File: config.mk
export PLATFORM = sky130hd
export DESIGN_NAME = regfile_wb_scheduler_flat
export DESIGN_NICKNAME = d
export VERILOG_FILES = /design/src/rtl/regfile_wb_scheduler_if.sv /design/src/rtl/regfile_wb_scheduler.sv /design/src/flat_wrapper.sv
export SDC_FILE = /design/constraint.sdc
export NUM_CORES = 1
export LEC_CHECK = 0
export CORE_ASPECT_RATIO = 1.4
export CORE_UTILIZATION = 40
export DETAILED_ROUTE_END_ITERATION = 16
export PLACE_DENSITY = 0.75
export SLEW_MARGIN = 20
export SYNTH_ARGS = -nofsm -noshare
export SYNTH_HDL_FRONTEND = slang
export SYNTH_SLANG_ARGS = --single-unit
File: constraint.sdc
create_clock -name clk -period 2.3 [get_ports clk]
set_input_delay 0.23 -clock clk [delete_from_list [all_inputs] [get_ports clk]]
set_output_delay 0.23 -clock clk [all_outputs]
set_load 0.01 [all_outputs]
File: src/rtl/regfile_wb_scheduler_if.sv
// Bundle of the issue, source-check, write-back request and register-file write port
// signals shared between the decode/execute side and the write-back scheduler.
interface regfile_wb_scheduler_if #(
    parameter int DATA_W = 32,
    parameter int ADDR_W = 5
);
    logic                   issue_valid;
    logic [ADDR_W-1:0]      issue_rd;
    logic                   issue_ready;
    logic [ADDR_W-1:0]      rs1;
    logic [ADDR_W-1:0]      rs2;
    logic                   rs1_busy;
    logic                   rs2_busy;
    logic                   alu_valid;
    logic [ADDR_W-1:0]      alu_rd;
    logic [DATA_W-1:0]      alu_data;
    logic                   alu_ready;
    logic                   lsu_valid;
    logic [ADDR_W-1:0]      lsu_rd;
    logic [DATA_W-1:0]      lsu_data;
    logic                   lsu_ready;
    logic                   rf_we;
    logic [ADDR_W-1:0]      rf_a3;
    logic [DATA_W-1:0]      rf_wd3;
    logic [2**ADDR_W-1:0]   busy_mask;
    logic                   wb_err;

    modport master (
        output issue_valid, issue_rd, rs1, rs2,
        output alu_valid, alu_rd, alu_data,
        output lsu_valid, lsu_rd, lsu_data,
        input  issue_ready, rs1_busy, rs2_busy, alu_ready, lsu_ready,
        input  rf_we, rf_a3, rf_wd3, busy_mask, wb_err
    );

    modport slave (
        input  issue_valid, issue_rd, rs1, rs2,
        input  alu_valid, alu_rd, alu_data,
        input  lsu_valid, lsu_rd, lsu_data,
        output issue_ready, rs1_busy, rs2_busy, alu_ready, lsu_ready,
        output rf_we, rf_a3, rf_wd3, busy_mask, wb_err
    );
endinterface

File: src/rtl/regfile_wb_scheduler.sv
// Round-robin write-back arbiter for the register file's single write port, with a
// pending-write scoreboard that exposes RAW/WAW hazards to decode.
module regfile_wb_scheduler #(
    parameter int DATA_W = 32,
    parameter int ADDR_W = 5
) (
    input  logic                   clk,
    input  logic                   reset,
    regfile_wb_scheduler_if.slave  bus
);
    localparam int NREG = 2**ADDR_W;

    typedef enum logic {
        GRANT_ALU = 1'b0,
        GRANT_LSU = 1'b1
    } grant_e;

    grant_e              last_grant_r;
    logic [NREG-1:0]     busy_r;
    logic [NREG-1:0]     busy_next_s;
    logic                rf_we_r;
    logic [ADDR_W-1:0]   rf_a3_r;
    logic [DATA_W-1:0]   rf_wd3_r;
    logic                wb_err_r;

    logic                alu_grant_s;
    logic                lsu_grant_s;
    logic                hs_s;
    logic [ADDR_W-1:0]   win_rd_s;
    logic [DATA_W-1:0]   win_data_s;
    logic                win_nonzero_s;
    logic                issue_ready_s;
    logic                issue_fire_s;
    logic                err_set_s;

    // Round-robin grant: a tie goes to whichever requester did not win last.
    always_comb begin
        alu_grant_s = 1'b0;
        lsu_grant_s = 1'b0;
        if (bus.alu_valid && bus.lsu_valid) begin
            if (last_grant_r == GRANT_LSU) begin
                alu_grant_s = 1'b1;
            end else begin
                lsu_grant_s = 1'b1;
            end
        end else if (bus.alu_valid) begin
            alu_grant_s = 1'b1;
        end else if (bus.lsu_valid) begin
            lsu_grant_s = 1'b1;
        end else begin
            alu_grant_s = 1'b0;
            lsu_grant_s = 1'b0;
        end
    end

    // Select the winning request's destination and data.
    always_comb begin
        win_rd_s   = {ADDR_W{1'b0}};
        win_data_s = {DATA_W{1'b0}};
        if (lsu_grant_s) begin
            win_rd_s   = bus.lsu_rd;
            win_data_s = bus.lsu_data;
        end else begin
            win_rd_s   = bus.alu_rd;
            win_data_s = bus.alu_data;
        end
    end

    assign hs_s          = alu_grant_s | lsu_grant_s;
    assign win_nonzero_s = (win_rd_s != {ADDR_W{1'b0}});
    assign issue_ready_s = (bus.issue_rd == {ADDR_W{1'b0}}) | ~busy_r[bus.issue_rd];
    assign issue_fire_s  = bus.issue_valid & issue_ready_s;
    assign err_set_s     = hs_s & win_nonzero_s & ~busy_r[win_rd_s];

    // Scoreboard next state: the commit clears first so a same-edge issue re-sets the bit.
    always_comb begin
        busy_next_s = busy_r;
        if (rf_we_r) begin
            busy_next_s[rf_a3_r] = 1'b0;
        end else begin
            busy_next_s = busy_r;
        end
        if (issue_fire_s && (bus.issue_rd != {ADDR_W{1'b0}})) begin
            busy_next_s[bus.issue_rd] = 1'b1;
        end else begin
            busy_next_s[0] = 1'b0;
        end
        busy_next_s[0] = 1'b0;
    end

    // Scoreboard register.
    always_ff @(posedge clk or posedge reset) begin
        if (reset) begin
            busy_r <= {NREG{1'b0}};
        end else begin
            busy_r <= busy_next_s;
        end
    end

    // Arbitration history, updated only when someone is granted.
    always_ff @(posedge clk or posedge reset) begin
        if (reset) begin
            last_grant_r <= GRANT_LSU;
        end else if (hs_s) begin
            last_grant_r <= lsu_grant_s ? GRANT_LSU : GRANT_ALU;
        end else begin
            last_grant_r <= last_grant_r;
        end
    end

    // Write stage: drains every cycle; an x0 write-back is consumed without a write.
    always_ff @(posedge clk or posedge reset) begin
        if (reset) begin
            rf_we_r  <= 1'b0;
            rf_a3_r  <= {ADDR_W{1'b0}};
            rf_wd3_r <= {DATA_W{1'b0}};
        end else begin
            rf_we_r <= hs_s & win_nonzero_s;
            if (hs_s) begin
                rf_a3_r  <= win_rd_s;
                rf_wd3_r <= win_data_s;
            end else begin
                rf_a3_r  <= rf_a3_r;
                rf_wd3_r <= rf_wd3_r;
            end
        end
    end

    // Sticky flag for a write-back to a register with no outstanding write.
    always_ff @(posedge clk or posedge reset) begin
        if (reset) begin
            wb_err_r <= 1'b0;
        end else if (err_set_s) begin
            wb_err_r <= 1'b1;
        end else begin
            wb_err_r <= wb_err_r;
        end
    end

    assign bus.issue_ready = issue_ready_s;
    assign bus.rs1_busy    = busy_r[bus.rs1];
    assign bus.rs2_busy    = busy_r[bus.rs2];
    assign bus.alu_ready   = alu_grant_s;
    assign bus.lsu_ready   = lsu_grant_s;
    assign bus.rf_we       = rf_we_r;
    assign bus.rf_a3       = rf_a3_r;
    assign bus.rf_wd3      = rf_wd3_r;
    assign bus.busy_mask   = busy_r;
    assign bus.wb_err      = wb_err_r;
endmodule

File: src/flat_wrapper.sv
// flat-port wrapper written by rule: the top's interface ports become plain ports
module regfile_wb_scheduler_flat 
#(
    parameter int DATA_W = 32,
    parameter int ADDR_W = 5
)
  (clk, reset, bus_issue_valid, bus_issue_rd, bus_rs1, bus_rs2, bus_alu_valid, bus_alu_rd, bus_alu_data, bus_lsu_valid, bus_lsu_rd, bus_lsu_data, bus_issue_ready, bus_rs1_busy, bus_rs2_busy, bus_alu_ready, bus_lsu_ready, bus_rf_we, bus_rf_a3, bus_rf_wd3, bus_busy_mask, bus_wb_err);
  regfile_wb_scheduler_if #(.DATA_W(DATA_W), .ADDR_W(ADDR_W)) bus_i ();
  input  logic clk;
  input  logic reset;
  input wire logic [$bits(bus_i.issue_valid)-1:0] bus_issue_valid;
  input wire logic [$bits(bus_i.issue_rd)-1:0] bus_issue_rd;
  input wire logic [$bits(bus_i.rs1)-1:0] bus_rs1;
  input wire logic [$bits(bus_i.rs2)-1:0] bus_rs2;
  input wire logic [$bits(bus_i.alu_valid)-1:0] bus_alu_valid;
  input wire logic [$bits(bus_i.alu_rd)-1:0] bus_alu_rd;
  input wire logic [$bits(bus_i.alu_data)-1:0] bus_alu_data;
  input wire logic [$bits(bus_i.lsu_valid)-1:0] bus_lsu_valid;
  input wire logic [$bits(bus_i.lsu_rd)-1:0] bus_lsu_rd;
  input wire logic [$bits(bus_i.lsu_data)-1:0] bus_lsu_data;
  output wire logic [$bits(bus_i.issue_ready)-1:0] bus_issue_ready;
  output wire logic [$bits(bus_i.rs1_busy)-1:0] bus_rs1_busy;
  output wire logic [$bits(bus_i.rs2_busy)-1:0] bus_rs2_busy;
  output wire logic [$bits(bus_i.alu_ready)-1:0] bus_alu_ready;
  output wire logic [$bits(bus_i.lsu_ready)-1:0] bus_lsu_ready;
  output wire logic [$bits(bus_i.rf_we)-1:0] bus_rf_we;
  output wire logic [$bits(bus_i.rf_a3)-1:0] bus_rf_a3;
  output wire logic [$bits(bus_i.rf_wd3)-1:0] bus_rf_wd3;
  output wire logic [$bits(bus_i.busy_mask)-1:0] bus_busy_mask;
  output wire logic [$bits(bus_i.wb_err)-1:0] bus_wb_err;
  assign bus_i.issue_valid = bus_issue_valid;
  assign bus_i.issue_rd = bus_issue_rd;
  assign bus_i.rs1 = bus_rs1;
  assign bus_i.rs2 = bus_rs2;
  assign bus_i.alu_valid = bus_alu_valid;
  assign bus_i.alu_rd = bus_alu_rd;
  assign bus_i.alu_data = bus_alu_data;
  assign bus_i.lsu_valid = bus_lsu_valid;
  assign bus_i.lsu_rd = bus_lsu_rd;
  assign bus_i.lsu_data = bus_lsu_data;
  assign bus_issue_ready = bus_i.issue_ready;
  assign bus_rs1_busy = bus_i.rs1_busy;
  assign bus_rs2_busy = bus_i.rs2_busy;
  assign bus_alu_ready = bus_i.alu_ready;
  assign bus_lsu_ready = bus_i.lsu_ready;
  assign bus_rf_we = bus_i.rf_we;
  assign bus_rf_a3 = bus_i.rf_a3;
  assign bus_rf_wd3 = bus_i.rf_wd3;
  assign bus_busy_mask = bus_i.busy_mask;
  assign bus_wb_err = bus_i.wb_err;
  regfile_wb_scheduler #(.DATA_W(DATA_W), .ADDR_W(ADDR_W)) u_core (.clk(clk), .reset(reset), .bus(bus_i));
endmodule
==> metrics.csv <==
metric,value,unit
status,"complete, but fails checks",
violations,negative setup slack,
path_class,flip-flop to flip-flop,
clk_transition_reported_paths,60,ps
layout.cells.most_common_list,"sky130_fd_sc_hd__clkdlybuf4s50_1, sky130_fd_sc_hd__nor2_1, sky130_fd_sc_hd__buf_4, sky130_fd_sc_hd__dfrtp_1, sky130_fd_sc_hd__o21ai_0",
max_capacitance_violation_count,0,
cts-root-buf,sky130_fd_sc_hd__clkbuf_16,
fillCellCount,819,
worst_setup_path_start_kind,flip-flop,
maximum_clock_frequency,369,MHz
post_synthesis_instance_area,4330,µm²
holdCritPathClass,primary input to async pin,
seq_power_share,27.6,%
irDropWorstVdd,662,µV
static-leakage-power,0.00283,µW
final.period_utilization,118,%
crit_chain,"mux4_2, mux4_2, a211o_1, buf_6, or4b_4, o21ai_2",
globalplace.congestion,0.906,
ys.warnings.count,0,
slew_viol_final,0,
antenna_found_initial,0,
placeable_core_region,10500,µm²
setup_viol_count_final,34,
post-synth-top-area-cell,sky130_fd_sc_hd__dfrtp_1,
final-seq-area,1780,µm²
seq_area_frac_synth,41.0,%
cp_data_required_time,2550,ps
p_clk_share,22.2,%
tritoncts_sink_count,71,
drtAntennaViolNets,0,
globalRouteOverflowTotal,0,
synthesis.instances,433,
unrepaired_setup_endpoints_after_global_routing,true,
ys_async_rst_share,100,%
crit_family,multiplexers,
timing.slew.headroom,47.9,%
synth.distinct_cells,45,
cts_buffers,9,
crit_path_max_fanout,8,
num_vias,4688,
synth.net_count,527,
gr-usage-all-layers,28.7,%
pin_count_of_the_biggest_net_entering_global_routing,42,
final_net_count,747,
fraction_of_post_synthesis_cell_area_in_the_top_cell_type_by_area,40.4,%
first_global_vias,4788,
insertion_delay,330,ps
synth_edf_count,0,
final_common_cell,sky130_fd_sc_hd__clkdlybuf4s50_1,
ctsHoldBuffers,0,
multiInputGateArea,2410,µm²
port_buffers,168,
die_height,125,µm
totalWireLength,15700,µm
postSynth.topFlopCell,sky130_fd_sc_hd__dfrtp_1,
cp.arrival,2960,ps
number_of_antenna_diodes,0,
dieArea,11300,µm²
clockBufferDepth,2,
power.combinational.fraction,50.2,%
detail_route.first_pass.iterations,5,
cellInternalPower,4770,µW
switchingPower,2390,µW
number_of_drc_violations_after_detailed_routing,0,
floorplan.initialDensity,41.4,%
via_per_inst,5.89,
post-dp-hpwl,12100,µm
cellPowerDensity,1020,nW/µm²
worst_setup_path_startpoint,u_core.bus.busy_mask[31],
io_pins,170,
post_synthesis_sequential_element_count,71,
synthesis.area_per_instance,10.0,µm²
finalWorstSetupSlack,-409,ps
area_growth_syn_to_layout,62.0,%
placement.setup.worst_slack,-817,ps
timing_worst_slew_pin_value,782,ps
crit_top_cell,sky130_fd_sc_hd__mux4_2,
dieWidth,90.0,µm
regToRegStartpoint,u_core.bus.busy_mask[31],
synth.top_cells.by_area,"sky130_fd_sc_hd__dfrtp_1, sky130_fd_sc_hd__mux4_2, sky130_fd_sc_hd__o21ai_0, sky130_fd_sc_hd__nor2_1, sky130_fd_sc_hd__o22ai_1",
worstSetupEndpointType,flip-flop,
final_period_minus_worst_setup_slack,2710,ps
worst_path_max_delay_cell,sky130_fd_sc_hd__or4b_4,
power.share.switching,33.4,%
cp_num_buf_inv,1,
wire_length_of_the_first_global_routing_pass,25000,µm
routedWlPerCell,19.7,µm
hold_ws,311,ps
drive_above_1_share,24.3,%
worst_path_largest_cell_delay,600,ps
finish.utilization,67.1,%
cts_tree,done,
clock_tree.htree_level_count,3,
placement_rows,44,
detail_route.iter0.violations,287,
final_hold_vios,0,
final.setup_skew,7.83,ps
[routing by layer]
layer  part of all wire (%)  up-vias  global-route usage, %
met5                      0        -                      0
met4                    4.9        0                   17.0
met3                    8.3       56                   5.84
met2                     51      295                   50.3
met1                     36     2262                   32.2
li1                       -     2075                      -
[power by group through the flow]
stage / logic (µW) / registers [µW] / clock network, µW
6_report: 3590 / 1980 / 1590
5_1_grt: 3820 / 2020 / 1660
4_1_cts: 3450 / 1960 / 1610
3_5_place_dp: 3410 / 1980 / 0
3_3_place_gp: 3350 / 1970 / 0
2_1_floorplan: 1240 / 2160 / 0
[area by class of cell]
type                       instances  area share (%)
clock buffer                       9            3.21
clock inverter                     7            1.73
inverter                           7           0.374
multi-input combinational        320            34.3
sequential                        71            25.4
tap                              138            2.46
timing repair buffer             244            32.6
[path summary, 6_finish.rpt]
kind | to | slack, ps | cells after the start
max | u_core.bus.busy_mask[6] | -410 | 6
min | u_core.bus.rf_wd3[25] | 310 | 3
max reg2reg | u_core.bus.busy_mask[6] | -410 | 6
min reg2reg | u_core.bus.wb_err | 490 | 1
max in group asynchronous | u_core.bus.busy_mask[31] | 1590 | 3
min in group clk | u_core.bus.rf_wd3[29] | 480 | 3
[sequential cells by signal, summed over array words and instances, names as in the netlist]
name	count
u_core.bus.rf_we	1
u_core.bus.rf_wd3	32
u_core.bus.busy_mask	31
u_core.bus.wb_err	1
u_core.bus.rf_a3	5
u_core.last_grant_r	1
[worst register-to-register path: cells and delay by family, from the launching register on]
family,cells,cell delay (ps)
flip-flops,1,410
multiplexers,2,980
AO/OA/AOI/OAI,2,500
buffers and inverters,1,130
AND/OR/NAND/NOR,1,600
[kinds of logic after synthesis]
logic type	synth area share [%]
mux	21.2
compound gates	18.9
flops	41.0
other cells	0.0865
simple gates	14.7
buf+inv	4.07
[cell usage after synthesis (2+ instances only)]
cell,count
sky130_fd_sc_hd__a2111oi_0,4
sky130_fd_sc_hd__a211oi_1,5
sky130_fd_sc_hd__a21boi_0,3
sky130_fd_sc_hd__a21oi_1,8
sky130_fd_sc_hd__a221oi_1,2
sky130_fd_sc_hd__a311o_1,3
sky130_fd_sc_hd__a31oi_1,2
sky130_fd_sc_hd__buf_1,3
sky130_fd_sc_hd__buf_6,2
sky130_fd_sc_hd__clkbuf_1,29
sky130_fd_sc_hd__dfrtp_1,70
sky130_fd_sc_hd__inv_1,7
sky130_fd_sc_hd__mux2_2,8
sky130_fd_sc_hd__mux2i_1,17
sky130_fd_sc_hd__mux4_2,28
sky130_fd_sc_hd__nand2_1,15
sky130_fd_sc_hd__nand3_1,5
sky130_fd_sc_hd__nand3b_1,10
sky130_fd_sc_hd__nor2_1,75
sky130_fd_sc_hd__nor2b_1,4
sky130_fd_sc_hd__nor3_1,3
sky130_fd_sc_hd__nor3b_1,3
sky130_fd_sc_hd__nor4_1,2
sky130_fd_sc_hd__o21ai_0,58
sky130_fd_sc_hd__o21ai_2,8
sky130_fd_sc_hd__o22ai_1,32
sky130_fd_sc_hd__or3_1,4
sky130_fd_sc_hd__or3b_2,5
sky130_fd_sc_hd__or4b_4,2
[per-stage QoR]
step	instances	power (µW)	area (µm²)	setup TNS, ps
after floorplan	433	3400	4350	-1900
after global placement	775	5320	6580	-23490
after detailed placement	775	5390	6580	-25580
after CTS	792	7030	6940	-11610
after global routing	796	7500	7020	-13580
final	796	7160	7020	-12110
[what timing repair did]
action | in CTS | in global routing
pin swaps | 1 | 0
endpoints found under the setup margin | 34 | 35
resized for setup | 18 | 15
endpoints found under the hold margin | 0 | 0
buffers inserted | 1 | 6
(Power assumes the default switching activity.)
